[src/rtl/slot_pkg.sv]
// Shared definitions for the slot machine controller: FSM state encoding,
// LFSR seed/taps and the winning reel values.
package slot_pkg;

  typedef logic [1:0] state_t;

  localparam state_t ST_IDLE   = 2'd0;
  localparam state_t ST_SPIN   = 2'd1;
  localparam state_t ST_EVAL   = 2'd2;
  localparam state_t ST_PAYOUT = 2'd3;

  localparam logic [7:0] LFSR_SEED = 8'hA5;
  // Taps 8,6,5,4 counted from 1, i.e. bits 7,5,4,3.
  localparam logic [7:0] LFSR_TAPS = 8'b1011_1000;

  localparam logic [2:0] WIN_VALUE      = 3'b111;
  localparam logic [2:0] ALT_WIN_VALUE  = 3'b101;
  localparam logic [3:0] ALT_WIN_PAYOUT = 4'd1;

  function automatic logic [7:0] lfsr_next(input logic [7:0] v);
    return {v[6:0], ^(v & LFSR_TAPS)};
  endfunction

endpackage

[src/rtl/slot_lfsr.sv]
// Free-running 8-bit Fibonacci LFSR used as the reel source; reseeds on reset.
module slot_lfsr
  import slot_pkg::*;
(
  input  logic       clk,
  input  logic       reset,
  output logic [7:0] value
);

  logic [7:0] value_reg;

  always_ff @(posedge clk) begin
    if (reset) begin
      value_reg <= LFSR_SEED;
    end else begin
      value_reg <= lfsr_next(value_reg);
    end
  end

  assign value = value_reg;

endmodule

[src/rtl/slot_controller.sv]
// Slot machine controller: credit counter, lever-triggered spin FSM and
// payout handshake. Optional macro SLOT_ALT_WIN_EN adds 3'b101 as a second win.
module slot_controller
  import slot_pkg::*;
#(
  parameter int SPIN_CYCLES = 16,
  parameter int MAX_CREDITS = 255,
  parameter int WIN_PAYOUT  = 7
) (
  input  logic       clk,
  input  logic       reset,
  input  logic       coin,
  input  logic       lever,
  input  logic       payout_ack,
  output logic [2:0] display,
  output logic [7:0] credits,
  output logic       busy,
  output logic       payout_req,
  output logic [3:0] payout_amt,
  output logic       no_credit
);

  localparam logic [7:0] SPIN_LOAD = 8'(SPIN_CYCLES - 1);
  localparam logic [7:0] MAX_C     = 8'(MAX_CREDITS);
  localparam logic [3:0] WIN_AMT   = 4'(WIN_PAYOUT);

  logic [7:0] lfsr_value;
  logic       lfsr_unused;

  state_t     state_reg, state_next;
  logic [7:0] spin_cnt_reg, spin_cnt_next;
  logic [2:0] result_reg, result_next;
  logic [2:0] display_reg, display_next;
  logic [7:0] credits_reg, credits_next;
  logic       busy_reg, busy_next;
  logic       payout_req_reg, payout_req_next;
  logic [3:0] payout_amt_reg, payout_amt_next;
  logic       no_credit_reg, no_credit_next;
  logic       lever_q;

  logic       lever_edge;
  logic       start_spin;
  logic       is_win;
  logic [3:0] win_amt;

  slot_lfsr u_lfsr (
    .clk   (clk),
    .reset (reset),
    .value (lfsr_value)
  );

  // Only the low three bits drive the reel.
  assign lfsr_unused = ^lfsr_value[7:3];

  assign lever_edge = lever & ~lever_q;
  assign start_spin = (state_reg == ST_IDLE) && lever_edge && (credits_reg != 8'd0);

  always_comb begin
    is_win  = 1'b0;
    win_amt = 4'd0;
    if (result_reg == WIN_VALUE) begin
      is_win  = 1'b1;
      win_amt = WIN_AMT;
    end
`ifdef SLOT_ALT_WIN_EN
    else if (result_reg == ALT_WIN_VALUE) begin
      is_win  = 1'b1;
      win_amt = ALT_WIN_PAYOUT;
    end
`endif
  end

  // A coin landing in the same cycle as a spin debit cancels out, even at saturation.
  always_comb begin
    credits_next = credits_reg;
    if (start_spin && !coin) begin
      credits_next = credits_reg - 8'd1;
    end else if (coin && !start_spin && (credits_reg < MAX_C)) begin
      credits_next = credits_reg + 8'd1;
    end
  end

  always_comb begin
    state_next      = state_reg;
    spin_cnt_next   = spin_cnt_reg;
    result_next     = result_reg;
    display_next    = display_reg;
    busy_next       = busy_reg;
    payout_req_next = payout_req_reg;
    payout_amt_next = payout_amt_reg;
    no_credit_next  = 1'b0;

    case (state_reg)
      ST_IDLE: begin
        display_next = 3'b000;
        if (lever_edge) begin
          if (credits_reg != 8'd0) begin
            state_next    = ST_SPIN;
            spin_cnt_next = SPIN_LOAD;
            busy_next     = 1'b1;
          end else begin
            no_credit_next = 1'b1;
          end
        end
      end

      ST_SPIN: begin
        display_next = lfsr_value[2:0];
        if (spin_cnt_reg == 8'd0) begin
          result_next = lfsr_value[2:0];
          state_next  = ST_EVAL;
        end else begin
          spin_cnt_next = spin_cnt_reg - 8'd1;
        end
      end

      ST_EVAL: begin
        if (is_win) begin
          state_next      = ST_PAYOUT;
          payout_req_next = 1'b1;
          payout_amt_next = win_amt;
          display_next    = WIN_VALUE;
        end else begin
          state_next   = ST_IDLE;
          busy_next    = 1'b0;
          display_next = 3'b000;
        end
      end

      ST_PAYOUT: begin
        display_next = WIN_VALUE;
        if (payout_ack) begin
          state_next      = ST_IDLE;
          payout_req_next = 1'b0;
          payout_amt_next = 4'd0;
          busy_next       = 1'b0;
          display_next    = 3'b000;
        end
      end

      default: begin
        state_next      = ST_IDLE;
        busy_next       = 1'b0;
        payout_req_next = 1'b0;
        payout_amt_next = 4'd0;
        display_next    = 3'b000;
      end
    endcase
  end

  always_ff @(posedge clk) begin
    if (reset) begin
      state_reg      <= ST_IDLE;
      spin_cnt_reg   <= 8'd0;
      result_reg     <= 3'd0;
      display_reg    <= 3'd0;
      credits_reg    <= 8'd0;
      busy_reg       <= 1'b0;
      payout_req_reg <= 1'b0;
      payout_amt_reg <= 4'd0;
      no_credit_reg  <= 1'b0;
      lever_q        <= 1'b0;
    end else begin
      state_reg      <= state_next;
      spin_cnt_reg   <= spin_cnt_next;
      result_reg     <= result_next;
      display_reg    <= display_next;
      credits_reg    <= credits_next;
      busy_reg       <= busy_next;
      payout_req_reg <= payout_req_next;
      payout_amt_reg <= payout_amt_next;
      no_credit_reg  <= no_credit_next;
      lever_q        <= lever;
    end
  end

  assign display    = display_reg;
  assign credits    = credits_reg;
  assign busy       = busy_reg;
  assign payout_req = payout_req_reg;
  assign payout_amt = payout_amt_reg;
  assign no_credit  = no_credit_reg;

endmodule
[config.mk]
export PLATFORM = sky130hd
export DESIGN_NAME = slot_controller
export DESIGN_NICKNAME = d
export VERILOG_FILES = /design/src/rtl/slot_pkg.sv /design/src/rtl/slot_lfsr.sv /design/src/rtl/slot_controller.sv
export SDC_FILE = /design/constraint.sdc
export NUM_CORES = 1
export LEC_CHECK = 0
export CAP_MARGIN = 25
export CORE_MARGIN = 2
export CORE_UTILIZATION = 62
export CTS_BUF_LIST = sky130_fd_sc_hd__clkbuf_2
export CTS_CLUSTER_SIZE = 25
export DETAILED_ROUTE_END_ITERATION = 6
export GPL_TIMING_DRIVEN = 0
export PLACE_DENSITY = 0.87
export SYNTH_ARGS = -nofsm -noshare
export SYNTH_HDL_FRONTEND = slang
export SYNTH_SLANG_ARGS = --single-unit
[constraint.sdc]
create_clock -name clk -period 6.7 [get_ports clk]
set_clock_uncertainty 0.2 [all_clocks]
set_input_delay 2.01 -clock clk [delete_from_list [all_inputs] [get_ports clk]]
set_output_delay 2.01 -clock clk [all_outputs]
set_load 0.005 [all_outputs]
======== Yosys cells after proc, flatten, opt, wreduce, memory -nomap -nowiden ========
Index checks and enable logic that the tools add are counted.
storage, ports and cells
  input port bits ......................... 5
  word-level logic and storage cells ...... 79
  flip-flop bits (word level) ............. 40
  output and inout bits ................... 18
operators by class
  $add $sub $neg .......................... 3
  order comparisons ....................... 1
  reductions and logical operators ........ 21
  eq/ne operators ......................... 11
  bitwise gates (word level) .............. 4
  mux-type cells .......................... 28
operator list
  cell                                                                 count
  8-bit 2-to-1 mux                                                     5
  8-bit case mux with 2 select lines                                   1
  8-bit by 1-bit subtractor with 8-bit output (second input constant)  2
  2-bit != test (second input constant)                                6
  3-bit case mux with 4 select lines                                   1
  2-bit 2-to-1 mux                                                     5
  3-bit 2-to-1 mux                                                     3
  8-bit by 1-bit adder with 8-bit output (second input constant)       1
  8-bit zero test                                                      1
  8-bit < comparator (second input constant)                           1
  4-bit 2-to-1 mux                                                     2
  2-bit case mux with 4 select lines                                   1
  4-bit case mux with 2 select lines                                   1
  4-bit AND reduction                                                  2
  8-bit nonzero test                                                   1
  8-bit parity                                                         1
  1-bit 2-to-1 mux                                                     7
  2-bit nonzero test                                                   3
  1-bit logical AND                                                    5
  5-bit AND reduction                                                  1
  2-bit equality test (second input constant)                          2
  3-bit equality test (second input constant)                          1
  1-bit NOT                                                            3
  1-bit case mux with 3 select lines                                   1
  10 further kinds                                                     11

======== Depth between registers and ports, before layout ========
  depth after elaboration ................. 9
  gate-level depth with buffers ........... 11
  gate-level depth less buffers ........... 11

======== Cells and area by module ========
Synthesis repeated with hierarchy kept, for this count alone.
unflattened totals
  cell total of the unflattened synthesis .. 227
  area, all modules ....................... 1975.6 um^2
modules (own cells, without submodules)
  module           area each (um^2)  cells an instance  seq. area each (um^2)  instances
  slot_controller  1739.2            208                580.6                  1
  slot_lfsr        236.5             19                 160.2                  1

======== Worst setup path before layout ========
Ideal clock, no wire load.
  path kind ............................... input to register
  start ................................... in lever
  end ..................................... reg credits_reg[7] (netlist: credits[7])
  required time ........................... 6.378 ns
  cell stages on the path ................. 9
  path slack .............................. 2.686 ns
  arrival ................................. 3.692 ns
  setup time .............................. 0.122 ns
  path buffers ............................ 0
  path through ............................ nand3b_1 > a211o_1 > inv_1 > ha_1 > a21oi_1 > o2111ai_1 > o211ai_1 > a21oi_1 > a311o_1
on the way
  longest elaborated chain between the ends .. 7
  elaborated cells between the ends (all ways) .. 9
  those cells by class .................... mux (1); bitwise (1); reduce/logical (7)
ends and longest elaborated chain
  item                                 RTL line                RTL
  from (decl)                          slot_controller.sv:13   input logic lever,
  1-bit AND *                          slot_controller.sv:55   assign lever_edge = lever & ~lever_q;
  1-bit logical AND * (2 in series)    slot_controller.sv:56   assign start_spin = (state_reg == ST_IDLE) && lever_edge && (credits_reg != 8'd0);
  1-bit zero test                      slot_controller.sv:78   end else if (coin && !start_spin && (credits_reg < MAX_C)) begin
  1-bit logical AND (2 in series)      slot_controller.sv:78
  2-bit nonzero test (no source line)  n/a
  to (signal assigned)                 slot_controller.sv:168  credits_reg <= credits_next;
  to (decl)                            slot_controller.sv:34   logic [7:0] credits_reg, credits_next;
Mark *: on every way between the ends. The rest lies on a longest branch, timed or not.
A chain may end at the register's enable or synchronous reset.

======== Worst setup path in the final report ========
Same ends and word-level chain as after synthesis.

==> results.md <==
* Status: complete, no violations
* Slew Limit Fails at 0
* Ys Warns at 0
* Post-CTS Setup Bufs at 0
* HPWL Detailed at 3.04 mm
* RSZ-0062 raised after global routing: false
* Routability congestion estimate from global placement at 0.833
* Sequential share of the synthesized area at 37.2%
* # clock sinks at 37
* Hold-fix buffers, CTS at 0
* Max Fclk at 225 MHz
* Syn nets at 239
* I/O pins at 23
* Die Ht at 60.7 um
* Port Buf Inserts at 20
* Async SR Flop Fraction at 0%
* First-pass GRT wire length at 6.89 mm
* Syn_area_per_cell at 9.01 sq um
* Kind of critical path: in -> reg
* Clock group share of total power at 10.6%
* Pre-CTS worst setup slack at 1.88 ns
* Worst slew pin tran at 0.635 ns
* Synth Instances at 221
* Slew margin rel. at 57.3%
* Largest net degree at the start of global routing at 13
* H-tree depth at 2
* Post-synth EDFFs at 0
* Final Setup Violations at 0
* Final min period at 4.45 ns
* Via Count at 1697
* Aggregate global routing overflow at 0
* DR iter-0 viols at 114
* Core region area at 3050 sq um
* Final wirelength at 4.10 mm
* Top-area cell type share of the netlist area at 37.2%
* Die X at 60.7 um
* CTS tree: built
* Biggest area consumer among synthesized cells: dfxtp_1
* Final Hold Fails at 0
* Die area at 3680 sq um
* FP Rows at 20
* Synth top area cells: dfxtp_1, ha_1, a21oi_1
* Cell variety after synth at 52
* Flops & latches, synth at 37
* Setup TNS at 0 ns
* Max VDD drop at 0.247 mV
* Power share of the combinational group at 53.3%
* CTS Buffer Depth at 2
* Crit share post-route at 66.5%
* Synth Flop Type: dfxtp_1
* WP data required at 6.80 ns
* Latest clock arrival within the worst-skew pair at 0.39 ns
* Sw Pwr at 415 uW
* Switching share of power at 43.7%
* Layout net count at 266
* Drt drc at 0
* Max-Cap Viols at 0
* Number of detailed-route iterations in the first pass at 4
* Crit. End Element: flop
* N_diodes at 0
* Fill cells at 233
* CP max FO at 7
* GRT Total Usage at 25.3%
* Vias/cell at 5.79
* Sequential power share at 36.1%
* Clock root buffer: clkbuf_2
* Initial antenna violation count at 0
* Post-cts resize count at 0
* Total CTS buffers at 5
* CTS clk-pin slew, worst paths at 0.19 ns
* Startpoint types: input port
* Power per cell area at 415 nW/um^2
* Number of global-route vias before repair at 1555
* Pint at 535 uW
* Layout cells sized above 1 at 10.4%
* HP Class: reg -> reg
* Routed wire per std cell at 14.0 um
* Area grow syn2layout at 15.0%
* Antenna Violating Nets Remaining at 0
* Initial Utilization at 65.2%
* Arr. time, crit path at 4.55 ns
* Static leakage at 0.000933 uW
* Mapped Area at 1990 sq um
* Setup ws final at 2.25 ns
## cells by family (layout without fill, tap and decap cells)
| family | Yosys count | count (layout) | share of synthesized area (%) |
|---|---|---|---|
| buffers and inverters | 21 | 49 | 5.34 |
| XOR/XNOR | 11 | 11 | 4.84 |
| adder cells (fa/ha/maj) | 13 | 13 | 8.55 |
| AO/OA/AOI/OAI | 54 | 54 | 18.4 |
| AND/OR/NAND/NOR | 77 | 77 | 21.9 |
| other | 1 | 1 | 0.188 |
| multiplexers | 7 | 7 | 3.52 |
| flip-flops | 37 | 37 | 37.2 |
## worst max-delay path: stages
cell and delay [ns]:
clkdlybuf4s50_1 0.51, nand3b_1 0.16, a211o_1 0.37, inv_1 0.24, ha_1 0.29, a21oi_1 0.25
o2111ai_1 0.18, o211ai_1 0.17, a21oi_1 0.07, a311o_1 0.32
## worst paths after layout
check	from	endpoint	slack (ns)	cells past startpoint
max	lever	credits[7]$_SDFFE_PP0P_	2.25	10
min	u_lfsr.value[6]$_SDFF_PP0_	u_lfsr.value[7]$_SDFF_PP1_	0.24	1
max reg2reg	credits[0]$_SDFFE_PP0P_	credits[7]$_SDFFE_PP0P_	3.50	9
min reg2reg	u_lfsr.value[6]$_SDFF_PP0_	u_lfsr.value[7]$_SDFF_PP1_	0.24	1
## Yosys cell counts, drive strengths merged, types with 2 or more instances
cell / count
nor2b: 8
dfxtp: 37
inv: 14
a21oi: 21
nand3b: 2
nand3: 4
nor3b: 2
ha: 12
nand4: 3
clkbuf: 2
o211ai: 5
nor4: 4
o31ai: 4
nand2: 9
o2111ai: 2
o21ai: 10
mux2i: 7
buf: 4
nor2: 19
or4: 3
xor2: 8
a211oi: 3
or2: 3
or3: 6
o31a: 2
xnor2: 3
nand2b: 5
nor3: 5
## power by group through the flow
stage | sequential, uW | clock [uW] | combinational [uW]
after floorplan | 332 | 0 | 379
after global placement | 342 | 0 | 483
after detailed placement | 344 | 0 | 499
after CTS | 340 | 102 | 502
after global routing | 352 | 114 | 570
final | 343 | 101 | 506
## cell usage in the layout (no fill, tap or decap), types with 2 or more instances in the layout
cell / instances
a211oi_1: 3
a21oi_1: 20
buf_4: 3
clkbuf_1: 2
clkbuf_2: 5
clkdlybuf4s50_1: 20
clkinv_2: 2
dfxtp_1: 37
ha_1: 12
inv_1: 14
mux2i_1: 7
nand2_1: 9
nand2b_1: 5
nand3_1: 4
nand3b_1: 2
nand4_1: 3
nor2_1: 18
nor2b_1: 8
nor3_1: 5
nor3b_1: 2
nor4_1: 2
nor4_2: 2
o2111ai_1: 2
o211ai_1: 5
o21ai_0: 7
o21ai_1: 2
o31ai_1: 3
or2_2: 3
or3_1: 4
or3_2: 2
or4_1: 2
xnor2_1: 3
xor2_1: 8
## layer usage
layer | routed length, um | global-route usage (%) | vias to the layer above
met3 | 222 | 5.54 | 8
met5 | 0 | 0 | -
li1 | - | - | 839
met4 | 43 | 9.94 | 0
met1 | 1890 | 33.9 | 796
met2 | 1940 | 39.8 | 54
## cell type report
class / instances / area, sq um / area share [%]
inverters: 14 / 52.6 / 2.30
repair buffers: 20 / 200 / 8.75
flip-flops and latches: 37 / 741 / 32.4
multi-input cells: 163 / 1140 / 50.0
well taps: 44 / 55.1 / 2.41
clock buffers: 5 / 25.0 / 1.09
clock inverters: 3 / 17.5 / 0.765
plain buffers: 7 / 53.8 / 2.35
## through the flow
stage	area, sq um	power [uW]	util [%]	hold WS, ns	cells
after floorplan	1990	711	-	0.189	221
after global placement	2250	825	73.6	0.193	285
after detailed placement	2250	843	73.6	0.197	285
after CTS	2290	944	75.0	0.239	293
after global routing	2290	1040	75.0	0.263	293
final	2290	950	75.0	0.236	293
(Power assumes the default switching activity.)
